--- src/rtl/fetch_stage_if.sv ---
// Instruction-cache read/resp handshake between the fetch stage (master) and the icache (slave).
interface fetch_stage_if;
    logic        icache_read;
    logic [15:0] icache_address;
    logic [15:0] icache_rdata;
    logic        icache_resp;

    modport master (
        output icache_read,
        output icache_address,
        input  icache_rdata,
        input  icache_resp
    );

    modport slave (
        input  icache_read,
        input  icache_address,
        output icache_rdata,
        output icache_resp
    );
endinterface

--- src/rtl/fetch_stage.sv ---
// LC-3b instruction-fetch stage: owns the PC, runs the icache handshake, feeds IF/ID.
// Optional performance counters are built when FETCH_PERF_EN is defined.
module fetch_stage #(
    parameter logic [15:0] RESET_PC = 16'h0000
) (
    input  logic                 clk,
    input  logic                 reset,
    input  logic                 stall_in,
    input  logic                 redirect,
    input  logic [15:0]          redirect_pc,
    fetch_stage_if.master        icache,
    output logic [31:0]          ifid_in,
    output logic                 ifid_load,
    output logic                 ifid_squash,
    output logic [31:0]          perf_fetch_cnt,
    output logic [31:0]          perf_stall_cnt,
    output logic [15:0]          perf_redir_cnt
);

    typedef enum logic [1:0] {
        FETCH,
        HOLD,
        DRAIN
    } state_t;

    state_t      state, state_n;
    logic [15:0] pc, pc_n;
    logic [15:0] tgt, tgt_n;
    logic [31:0] hold_word, hold_word_n;
    logic [15:0] next_pc;

    assign next_pc              = pc + 16'd2;
    assign icache.icache_address = pc;
    assign ifid_load            = ~stall_in;
    assign ifid_squash          = redirect;

    always_ff @(posedge clk) begin
        if (reset) begin
            state     <= FETCH;
            pc        <= RESET_PC;
            tgt       <= RESET_PC;
            hold_word <= '0;
        end else begin
            state     <= state_n;
            pc        <= pc_n;
            tgt       <= tgt_n;
            hold_word <= hold_word_n;
        end
    end

    always_comb begin
        state_n            = state;
        pc_n               = pc;
        tgt_n              = tgt;
        hold_word_n        = hold_word;
        icache.icache_read = 1'b0;
        ifid_in            = '0;
        case (state)
            FETCH: begin
                icache.icache_read = 1'b1;
                if (icache.icache_resp) begin
                    if (redirect) begin
                        pc_n = redirect_pc;
                    end else begin
                        pc_n = next_pc;
                        if (stall_in) begin
                            hold_word_n = {next_pc, icache.icache_rdata};
                            state_n     = HOLD;
                        end else begin
                            ifid_in = {next_pc, icache.icache_rdata};
                        end
                    end
                end else if (redirect) begin
                    tgt_n   = redirect_pc;
                    state_n = DRAIN;
                end
            end
            HOLD: begin
                if (redirect) begin
                    pc_n        = redirect_pc;
                    hold_word_n = '0;
                    state_n     = FETCH;
                end else if (!stall_in) begin
                    ifid_in = hold_word;
                    state_n = FETCH;
                end
            end
            DRAIN: begin
                // Address stays on the old pc until the in-flight read completes; newest target wins.
                icache.icache_read = 1'b1;
                if (icache.icache_resp) begin
                    pc_n    = redirect ? redirect_pc : tgt;
                    state_n = FETCH;
                end else if (redirect) begin
                    tgt_n = redirect_pc;
                end
            end
            default: state_n = FETCH;
        endcase
    end

`ifdef FETCH_PERF_EN
    logic deliver;

    assign deliver = !redirect && !stall_in &&
                     ((state == FETCH && icache.icache_resp) || state == HOLD);

    always_ff @(posedge clk) begin
        if (reset) begin
            perf_fetch_cnt <= '0;
            perf_stall_cnt <= '0;
            perf_redir_cnt <= '0;
        end else begin
            if (deliver)  perf_fetch_cnt <= perf_fetch_cnt + 32'd1;
            if (stall_in) perf_stall_cnt <= perf_stall_cnt + 32'd1;
            if (redirect) perf_redir_cnt <= perf_redir_cnt + 16'd1;
        end
    end
`else
    assign perf_fetch_cnt = '0;
    assign perf_stall_cnt = '0;
    assign perf_redir_cnt = '0;
`endif

endmodule

--- src/flat_wrapper.sv ---
// flat-port wrapper written by rule: the top's interface ports become plain ports
module fetch_stage_flat 
#(
    parameter logic [15:0] RESET_PC = 16'h0000
)
  (clk, reset, stall_in, redirect, redirect_pc, ifid_in, ifid_load, ifid_squash, perf_fetch_cnt, perf_stall_cnt, perf_redir_cnt, icache_icache_read, icache_icache_address, icache_icache_rdata, icache_icache_resp);
  fetch_stage_if icache_i ();
  input  logic clk;
  input  logic reset;
  input  logic stall_in;
  input  logic redirect;
  input  logic [15:0] redirect_pc;
  output logic [31:0] ifid_in;
  output logic ifid_load;
  output logic ifid_squash;
  output logic [31:0] perf_fetch_cnt;
  output logic [31:0] perf_stall_cnt;
  output logic [15:0] perf_redir_cnt;
  output wire logic [$bits(icache_i.icache_read)-1:0] icache_icache_read;
  output wire logic [$bits(icache_i.icache_address)-1:0] icache_icache_address;
  input wire logic [$bits(icache_i.icache_rdata)-1:0] icache_icache_rdata;
  input wire logic [$bits(icache_i.icache_resp)-1:0] icache_icache_resp;
  assign icache_icache_read = icache_i.icache_read;
  assign icache_icache_address = icache_i.icache_address;
  assign icache_i.icache_rdata = icache_icache_rdata;
  assign icache_i.icache_resp = icache_icache_resp;
  fetch_stage #(.RESET_PC(RESET_PC)) u_core (.clk(clk), .reset(reset), .stall_in(stall_in), .redirect(redirect), .redirect_pc(redirect_pc), .icache(icache_i), .ifid_in(ifid_in), .ifid_load(ifid_load), .ifid_squash(ifid_squash), .perf_fetch_cnt(perf_fetch_cnt), .perf_stall_cnt(perf_stall_cnt), .perf_redir_cnt(perf_redir_cnt));
endmodule
--- config.mk ---
export PLATFORM = sky130hd
export DESIGN_NAME = fetch_stage_flat
export DESIGN_NICKNAME = d
export VERILOG_FILES = /design/src/rtl/fetch_stage_if.sv /design/src/rtl/fetch_stage.sv /design/src/flat_wrapper.sv
export SDC_FILE = /design/constraint.sdc
export NUM_CORES = 1
export LEC_CHECK = 0
export ABC_AREA = 1
export CAP_MARGIN = 10
export CELL_PAD_IN_SITES_DETAIL_PLACEMENT = 1
export CELL_PAD_IN_SITES_GLOBAL_PLACEMENT = 1
export CORE_MARGIN = 2
export CORE_UTILIZATION = 25
export DETAILED_ROUTE_END_ITERATION = 10
export GPL_TIMING_DRIVEN = 0
export PLACE_DENSITY = 0.68
export REMOVE_ABC_BUFFERS = 1
export SETUP_SLACK_MARGIN = 0.5
export SYNTH_ARGS = -nofsm -noshare
export SYNTH_HDL_FRONTEND = slang
export SYNTH_SLANG_ARGS = --single-unit
export TNS_END_PERCENT = 5
--- constraint.sdc ---
create_clock -name clk -period 3.4 [get_ports clk]
set_clock_uncertainty 0.2 [all_clocks]
set_input_delay 0.34 -clock clk [delete_from_list [all_inputs] [get_ports clk]]
set_output_delay 0.34 -clock clk [all_outputs]
set_load 0.01 [all_outputs]
==> results by group, run 1 <==
Clock tree
  – Clk_lat worst skew: 0.34 ns
  – CTS tree: built
  – Cts hold-fix bufs: 0
  – Clock Tree Buf Depth: 2
  – # clock sinks: 66
  – H-Tree Depth: 3
  – Root buf cell: clkbuf_16
  – CTS clk-pin slew, worst paths: 0.05 ns
  – TritonCTS Buffers: 9

Yosys
  – Sequential area share after synthesis: 28.9%
  – Mapped Cells: 681
  – Netlist Area Pre-Place: 4570 um^2
  – Yosys reg bits: 66
  – Synthesis Warnings: 0
  – Mapped Avg Cell Area: 6.71 um^2
  – Yosys cell types: 36

Placed design
  – Placement Setup Slack: -1.50 ns
  – PortBufs: 87
  – Final GP Congestion: 0.749
  – Area after DPL: 5230 um^2
  – DP HPWL: 9.85 mm

Worst hold path
  – Hold/Removal Path Class: reg -> reg

Die
  – Row cnt: 49
  – Core area: 18,000 um^2
  – Die W: 139 um
  – Die Area: 19,400 um^2
  – Die Ht: 139 um
  – I/O pins: 168
  – Initial core utilization: 25.4%

Drt
  – Antenna Nets Post-Route: 0
  – Drt first pass iters: 4
  – Detailed Route WL: 14.6 mm
  – Vias after detailed routing: 4,415
  – Met2 routed wirelength: 6.79 mm
  – Routed WL per cell: 14.9 um
  – # DRC: 0
  – 1st-iter DRT viols: 256
  – Top sig layer: met4
  – Vias/cell: 4.50
  – Met3 Wirelength: 765 um
  – Met1 wire length: 6.74 mm

Finish
  – Commonest non-fill, non-tap cell in the layout: nand2_1
  – Diodes inserted: 0
  – Commonest cells after routing, fill and taps aside: 162 x nand2_1, 83 x clkdlybuf4s50_1, 80 x conb_1
  – Post-Layout Inst Area: 5700 um^2
  – Layout cells sized above 1: 9.96%
  – NumNets Final: 789
  – Area Growth Syn to Fin: 24.8%

GRT
  – Global route overflow: 0
  – Total global-route track usage: 14.9%
  – Vias in the first global route: 4,341
  – Largest net degree at the start of global routing: 42
  – First-pass GRT wire length: 23.2 mm
  – Antenna violations before repair: 0

Setup path
  – WP data arrival: 2.41 ns
  – Critical Path Sink Type: output port
  – CP peak stage delay: 0.60 ns
  – CP dominant cell by count: clkdlybuf4s50_1
  – CP Launch Type: input port
  – CP max-delay cell: clkdlybuf4s50_1
  – CP Max Fanout: 36
  – CP required: 2.86 ns
  – Critical Path, Cell by Cell: clkdlybuf4s50_1 > bufinv_16 > nand4_1 > buf_4 > o21ai_0 > clkdlybuf4s50_1
  – R2R Setup Slk: 0.77 ns
  – Worst setup path class: in -> out

Power and ir drop
  – Pwr/cell area: 705 nW/um^2
  – Final Total Pwr: 4.02 mW
  – Worst vdd ir: 0.000230 V
  – LEAKAGE: 2.25 nW

Outcome
  – Status: complete, no violations

STA
  – Slew @ Worst Pin: 0.899 ns
  – Hold Vio Cnt, Final: 0
  – Period utilization: 86.7%
  – Fmax achieved: 339 MHz
  – Fin crit period: 2.95 ns
  – Final setup fails: 0
  – RSZ-0062 raised after global routing: yes
  – Post-route worst setup slack: 0.451 ns
  – Slew Viols, Final: 0
  – Slew Limit Headroom: 40.1%
  – Worst hold slack: 0.266 ns

Run
  – Max-cap violations: 0
## final timing paths
| kind | to | depth (start not counted) | startpoint |
|---|---|---|---|
| min reg2reg | u_core.hold_word[6] | 2 | u_core.hold_word[6] |
| max reg2reg | u_core.icache.icache_address[7] | 9 | u_core.state[0] |
| min | u_core.hold_word[6] | 2 | u_core.hold_word[6] |
| max | ifid_in[29] | 6 | stall_in |
## report_power, final
| group | leakage (nW) | internal, mW | switching [mW] |
|---|---|---|---|
| Combinational | 1.57 | 0.709 | 1.16 |
| Clock | 0.136 | 0.565 | 0.358 |
| Sequential | 0.543 | 1.01 | 0.222 |
| Total | 2.25 | 2.28 | 1.74 |
## synthesized netlist by cell type
cell / instances / area [um^2]
inv_1: 47 / 176
clkbuf_1: 22 / 82.6
nand3_2: 7 / 70.1
nor2_1: 14 / 52.6
nor2_4: 2 / 22.5
ha_1: 4 / 50.1
o21ai_2: 1 / 8.76
inv_2: 6 / 22.5
o32ai_1: 1 / 8.76
buf_4: 85 / 638
a31oi_1: 9 / 56.3
dfxtp_1: 66 / 1320
nand3_1: 52 / 260
a21boi_0: 2 / 15.0
o211ai_2: 1 / 12.5
mux2i_1: 2 / 20.0
o21ai_1: 1 / 5.00
nor2_2: 3 / 18.8
conb_1: 1 / 3.75
o21bai_2: 2 / 22.5
a21oi_2: 5 / 43.8
nand2_2: 2 / 12.5
xor2_1: 6 / 52.6
clkbuf_2: 1 / 5.00
o22ai_1: 2 / 12.5
o21ai_0: 66 / 330
nand2_1: 162 / 608
o211ai_1: 1 / 7.51
a21oi_1: 78 / 390
inv_4: 2 / 12.5
nand2_8: 1 / 20.0
nand4_1: 7 / 43.8
buf_2: 6 / 30.0
xnor2_1: 1 / 8.76
buf_6: 7 / 78.8
a22oi_1: 6 / 45.0
## worst max-delay path, delay by kind of cell
| kind | cells | cell delay (ns) |
|---|---|---|
| AOI/OAI and AO/OA | 1 | 0.24 |
| buffers and inverters | 4 | 1.62 |
| and+or+nand+nor | 1 | 0.20 |
## logic make-up after synthesis
kind of cell	synth area share (%)
AND/OR/NAND/NOR	24.3
buffers and inverters	22.9
AO/OA/AOI/OAI	21.0
flip-flops	28.9
XOR/XNOR	1.34
adder cells (fa/ha/maj)	1.10
multiplexers	0.438
other	0.0821
## registers in the layout (all words and copies together), names as in the netlist
register                      flops
u_core.hold_word                 32
u_core.tgt                       16
u_core.icache.icache_address     16
u_core.state                      2
## area by class of cell
class / instances / area, um^2
repair buffers: 96 / 976
clock buffers: 11 / 233
well taps: 229 / 287
repair inverters: 1 / 5.00
fillers: 2269 / 12300
multi-input cells: 519 / 2580
flip-flops and latches: 66 / 1330
inverters: 55 / 241
clock inverters: 5 / 55.1
## routing by layer
layer,global-route usage (%),vias up
li1,-,2219
met1,18.9,2050
met2,24.7,125
met3,3.42,21
met4,5.42,0
met5,0,-
## what timing repair did
| action | CTS | global route |
|---|---|---|
| pin swaps | 3 | 1 |
| cloned | 2 | 0 |
| endpoints found under the setup margin | 78 | 29 |
| buffers inserted | 6 | 1 |
| resized for setup | 23 | 10 |
## per-stage QoR
step / std cells / util [%] / setup TNS [ns]
detailed placement: 957 / 29.1 / -38.12
global placement: 955 / 28.9 / -94.80
CTS: 981 / 31.6 / 0
finish: 982 / 31.7 / 0
floorplan: 639 / - / 0
global route: 982 / 31.7 / 0
Note: power is estimated with default switching activity, not from simulation.
==> inputs of run 2 (changes only) <==
==> constraint.sdc (replaced) <==
create_clock -name clk -period 3.7 [get_ports clk]
set_clock_uncertainty 0.2 [all_clocks]
set_input_delay 0.37 -clock clk [delete_from_list [all_inputs] [get_ports clk]]
set_output_delay 0.37 -clock clk [all_outputs]
set_load 0.01 [all_outputs]
==> results by group, run 2 (synthesis results as in run 1) <==
Setup path
  – CP Launch Type: input port
  – Critical Path Sink Type: output port
  – WP data arrival: 2.56 ns (+0.15 ns)
  – CP Max Fanout: 36 (unchanged)
  – Worst setup path class: in -> out
  – R2R Setup Slk: 1.10 ns (+0.33 ns)
  – CP required: 3.13 ns (+0.27 ns)

Die
  – Initial core utilization: 25.4% (unchanged)
  – I/O pins: 168 (unchanged)
  – Die Area: 19,400 um^2 (unchanged)
  – Die Ht: 139 um (unchanged)
  – Core area: 18,000 um^2 (unchanged)
  – Die W: 139 um (unchanged)
  – Row cnt: 49 (unchanged)

Power and ir drop
  – Internal Power: 2.06 mW (-9.6%)
  – Final Total Pwr: 3.65 mW (-9.2%)
  – Pwr/cell area: 650 nW/um^2 (-7.9%)
  – Clock Power Share: 23.3% (+0.3 points)
  – Worst vdd ir: 0.000213 V (-7.5%)
  – Sw Ratio: 43.5% (+0.26 points)
  – Logic gate share of total power: 46.0% (-0.5 points)
  – LEAKAGE: 2.20 nW (-2.2%)
  – Flop pwr share: 30.6% (about the same)
  – Psw: 1.59 mW (-8.6%)

Clock tree
  – Clk_lat worst skew: 0.34 ns (about the same)
  – H-Tree Depth: 3 (unchanged)
  – CTS tree: built
  – CTS clk-pin slew, worst paths: 0.05 ns (about the same)
  – TritonCTS Buffers: 9 (unchanged)
  – # clock sinks: 66 (unchanged)
  – Root buf cell: clkbuf_16
  – Cts hold-fix bufs: 0 (unchanged)
  – Clock Tree Buf Depth: 2 (unchanged)

GRT
  – Met3 Usage GRT: 3.49% (+0.069 points)
  – Global route overflow: 0 (unchanged)
  – Grt met1 use: 18.5% (-0.32 points)
  – Vias in the first global route: 4,320 (-0.48%)
  – Largest net degree at the start of global routing: 42 (unchanged)
  – Total global-route track usage: 14.6% (-0.23 points)
  – Antenna violations before repair: 0 (unchanged)
  – Top Usage Layer GRT: met2
  – Grt met2 use: 24.0% (-0.65 points)
  – First-pass GRT wire length: 23.0 mm (-1.0%)

Drt
  – # DRC: 0 (unchanged)
  – Antenna Nets Post-Route: 0 (unchanged)
  – Routed WL per cell: 14.8 um (-0.83%)
  – Detailed Route WL: 14.5 mm (-1.0%)
  – 1st-iter DRT viols: 216 (-16%)
  – Vias after detailed routing: 4,379 (-0.82%)
  – Vias/cell: 4.47 (-0.61%)
  – Drt first pass iters: 4 (unchanged)

Placed design
  – Placement Setup Slack: -1.26 ns (+0.240 ns)
  – Final GP Congestion: 0.749 (unchanged)
  – PortBufs: 87 (unchanged)
  – DP HPWL: 9.85 mm (unchanged)

STA
  – Fmax achieved: 320 MHz
  – Final setup fails: 0 (unchanged)
  – Worst hold slack: 0.267 ns (+0.00106 ns)
  – Post-route worst setup slack: 0.571 ns (+0.120 ns)
  – Fin Setup TNS: 0 ns (unchanged)
  – Hold Vio Cnt, Final: 0 (unchanged)
  – Slew Viols, Final: 0 (unchanged)
  – RSZ-0062 raised after global routing: yes
  – Slew Limit Headroom: 39.7% (-0.43 points)
  – Slew @ Worst Pin: 0.905 ns (+0.00643 ns)
  – Fin crit period: 3.13 ns
  – Period utilization: 84.6%

Outcome
  – Status: complete, no violations

Run
  – Max-cap violations: 0 (unchanged)

Finish
  – Area Growth Syn to Fin: 23.1%
  – Commonest cells after routing, fill and taps aside: 162 x nand2_1, 85 x clkdlybuf4s50_1, 80 x conb_1
  – NumNets Final: 787 (-0.25%)
  – Commonest non-fill, non-tap cell in the layout: nand2_1
  – Layout cells sized above 1: 8.52% (-1.4 points)
  – Final core utilization: 31.3% (-0.45 points)
  – Diodes inserted: 0 (unchanged)
  – Largest register FFs: 32 (unchanged)
  – Most flops, register: u_core.hold_word

Worst hold path
  – Hold/Removal Path Class: reg -> reg
==> run 2: cell types whose count changed in the layout (fill, tap and decap cells not counted), sizes merged <==
cell           before  now
buf                10    8
bufinv              2    1
inv                53   54
dlygate4sd2         1    0
clkdlybuf4s50      83   85
dlymetal6s2s        1    0
==> run 2: routing by layer <==
layer / vias up / routed length [um] / share of wire, %
li1: 2209 / - / -
met1: 2028 / 6750 / 47
met2: 121 / 6590 / 46
met3: 21 / 751 / 5.2
met4: 0 / 382 / 2.6
met5: - / 0 / 0
==> run 2: critical path, stage by stage <==
cell	delay (ns)
clkdlybuf4s50_1	0.46
inv_4	0.34
nand4_1	0.26
buf_4	0.25
o21ai_0	0.26
clkdlybuf4s50_1	0.61
==> run 2: cell type report <==
class                           count  area, um^2
Timing Repair Buffer               94         960
Fill cell                        2273       12300
Multi-Input combinational cell    519        2540
Tap cell                          229         287
Clock buffer                       11         233
Sequential cell                    66        1320
Inverter                           55         218
Clock inverter                      5        55.1
Timing Repair inverter              1        5.00
==> run 2: power groups by stage <==
| stage | Combinational, mW | Sequential, mW | Clock, mW |
|---|---|---|---|
| after CTS | 1.68 | 1.12 | 0.874 |
| after global routing | 1.90 | 1.15 | 0.910 |
| after global placement | 1.62 | 1.12 | 0 |
| final | 1.68 | 1.12 | 0.852 |
| after floorplan | 1.00 | 1.10 | 0 |
| after detailed placement | 1.65 | 1.13 | 0 |
==> run 2: path summary, 6_finish.rpt <==
path | from | endpoint | depth (start not counted)
setup / recovery | stall_in | ifid_in[29] | 6
hold / removal | u_core.hold_word[9] | u_core.hold_word[9] | 2
setup reg to reg | u_core.state[0] | u_core.icache.icache_address[7] | 9
hold reg to reg | u_core.hold_word[9] | u_core.hold_word[9] | 2
==> run 2: repair_timing <==
action                                  CTS  global route
setup buffers                             1             4
gates resized for setup                  12             3
gates cloned                              2             0
pin swaps                                 2             2
endpoints found under the setup margin   63            16
==> run 2: metrics by stage <==
stage | area [um^2] | std cells
floorplan | 4030 | 639
global placement | 5190 | 955
detailed placement | 5230 | 957
CTS | 5570 | 976
global route | 5620 | 980
finish | 5620 | 980
==> inputs of run 3 (changes only) <==
==> constraint.sdc (replaced) <==
create_clock -name clk -period 3.1 [get_ports clk]
set_clock_uncertainty 0.2 [all_clocks]
set_input_delay 0.31 -clock clk [delete_from_list [all_inputs] [get_ports clk]]
set_output_delay 0.31 -clock clk [all_outputs]
set_load 0.01 [all_outputs]
==> results by group, run 3 (synthesis results as in run 1) <==
Outcome
  – Status: complete, no violations

STA
  – Slew Limit Headroom: 40.4% (+0.76 points)
  – RSZ-0062 raised after global routing: yes
  – Fin crit period: 2.72 ns
  – Hold Vio Cnt, Final: 0 (unchanged)
  – Period utilization: 87.8%
  – Slew Viols, Final: 0 (unchanged)
  – Final setup fails: 0 (unchanged)
  – Worst hold slack: 0.266 ns (-0.000973 ns)
  – Fin Setup TNS: 0 ns (unchanged)
  – Fmax achieved: 367 MHz
  – Slew @ Worst Pin: 0.894 ns (-0.0113 ns)

Setup path
  – WP data arrival: 2.21 ns (-0.35 ns)
  – R2R Setup Slk: 0.55 ns (-0.55 ns)
  – Critical Path Sink Type: output port
  – FF-to-FF path depth: 8 (-1)
  – CP required: 2.59 ns (-0.54 ns)
  – RR Endpoint: u_core.icache.icache_address[7]
  – CP Launch Type: flip-flop
  – Worst reg2reg path startpoint: u_core.state[0]
  – Crit path capture: icache_icache_read
  – Worst setup path class: reg -> out
  – Worst setup startpoint: u_core.state[0]
  – CP Max Fanout: 12 (-67%)

Drt
  – # DRC: 0 (unchanged)
  – Antenna Nets Post-Route: 0 (unchanged)
  – 1st-iter DRT viols: 230 (+6.5%)
  – Detailed Route WL: 15.0 mm (+3.6%)
  – Vias/cell: 4.52 (+1.2%)
  – Vias after detailed routing: 4,475 (+2.2%)
  – Drt first pass iters: 4 (unchanged)
  – Routed WL per cell: 15.1 um (+2.5%)

Finish
  – Diodes inserted: 0 (unchanged)
  – Largest register FFs: 32 (unchanged)
  – Commonest cells after routing, fill and taps aside: 162 x nand2_1, 80 x conb_1, 78 x a21oi_1
  – Most flops, register: u_core.hold_word
  – Layout cells sized above 1: 11.4% (+2.9 points)
  – NumNets Final: 797 (+1.3%)
  – Commonest non-fill, non-tap cell in the layout: nand2_1
  – Area Growth Syn to Fin: 26.7%

Die
  – Die Ht: 139 um (unchanged)
  – Die Area: 19,400 um^2 (unchanged)
  – I/O pins: 168 (unchanged)
  – Initial core utilization: 25.4% (unchanged)
  – Core area: 18,000 um^2 (unchanged)
  – Die W: 139 um (unchanged)
  – Row cnt: 49 (unchanged)

Clock tree
  – CTS tree: built
  – H-Tree Depth: 3 (unchanged)
  – TritonCTS Buffers: 9 (unchanged)
  – Clk_lat worst skew: 0.34 ns (about the same)
  – Cts hold-fix bufs: 0 (unchanged)
  – Root buf cell: clkbuf_16
  – Clock Tree Buf Depth: 2 (unchanged)
  – # clock sinks: 66 (unchanged)
  – CTS clk-pin slew, worst paths: 0.05 ns (about the same)

GRT
  – Total global-route track usage: 15.1% (+0.51 points)
  – Largest net degree at the start of global routing: 42 (unchanged)
  – Global route overflow: 0 (unchanged)
  – Vias in the first global route: 4,375 (+1.3%)
  – First-pass GRT wire length: 23.6 mm (+2.8%)
  – Antenna violations before repair: 0 (unchanged)

Power and ir drop
  – LEAKAGE: 2.34 nW (+6.5%)
  – Worst vdd ir: 0.000259 V (+21%)
  – Final Total Pwr: 4.49 mW (+23%)
  – Pwr/cell area: 775 nW/um^2 (+19%)

Placed design
  – DP HPWL: 9.85 mm (unchanged)
  – PortBufs: 87 (unchanged)
  – Final GP Congestion: 0.749 (unchanged)

Worst hold path
  – Hold/Removal Path Class: reg -> reg

Run
  – Max-cap violations: 0 (unchanged)
## run 3: changes by cell type in the layout (fill, tap and decap cells not counted), sizes merged
| cell | previous run | this run |
|---|---|---|
| clkdlybuf4s50 | 85 | 75 |
| clkdlybuf4s15 | 1 | 0 |
| dlymetal6s2s | 0 | 2 |
| dlygate4sd2 | 0 | 8 |
| bufinv | 1 | 2 |
| buf | 8 | 18 |
## run 3: where the power goes
group / switching, mW / total, mW / internal, mW
Clock: 0.389 / 1.01 / 0.620
Combinational: 1.30 / 2.12 / 0.817
Sequential: 0.249 / 1.36 / 1.11
## run 3: final cells by class
type / instances / area [um^2]
Clock buffer: 11 / 233
Clock inverter: 5 / 55.1
Fill cell: 2257 / 12200
Inverter: 55 / 241
Multi-Input combinational cell: 519 / 2600
Sequential cell: 66 / 1330
Tap cell: 229 / 287
Timing Repair Buffer: 103 / 1030
Timing Repair inverter: 2 / 13.8
## run 3: worst min-delay path by stage
stage	start	to	slack, ns	depth (start not counted)
detailed placement	u_core.hold_word[25]	u_core.hold_word[25]	0.26	2
floorplan	reset	u_core.hold_word[26]	0.17	1
global route	u_core.hold_word[9]	u_core.hold_word[9]	0.28	2
finish	u_core.hold_word[6]	u_core.hold_word[6]	0.27	2
CTS	u_core.hold_word[25]	u_core.hold_word[25]	0.27	2
global placement	u_core.hold_word[17]	u_core.hold_word[17]	0.25	2
## run 3: what timing repair did
item,in CTS,in global routing
pin swaps,6,2
cloned,3,0
setup buffers,11,3
endpoints found under the setup margin,83,56
resized for setup,41,8
## run 3: worst max-delay path, stage by stage, from the launching register on
cell             delay (ns)
dfxtp_1                0.34
inv_1                  0.14
ha_1                   0.39
inv_1                  0.32
nand2_1                0.13
clkdlybuf4s50_1        0.54
## run 3: routing by layer
layer / global-route usage (%) / wire, um / vias up / part of all wire, %
li1: - / - / 2238 / -
met1: 19.2 / 6880 / 2081 / 46
met2: 24.8 / 6930 / 132 / 46
met3: 3.59 / 792 / 24 / 5.3
met4: 6.17 / 386 / 0 / 2.6
met5: 0 / 0 / - / 0
## run 3: stage by stage
stage,cells,area [um^2],utilization (%),setup WS (ns)
after floorplan,639,4030,-,0.712
after global placement,955,5190,28.9,-2.78
after detailed placement,957,5230,29.1,-1.74
after CTS,987,5750,32.0,0.224
after global routing,990,5790,32.2,0.205
final,990,5790,32.2,0.377
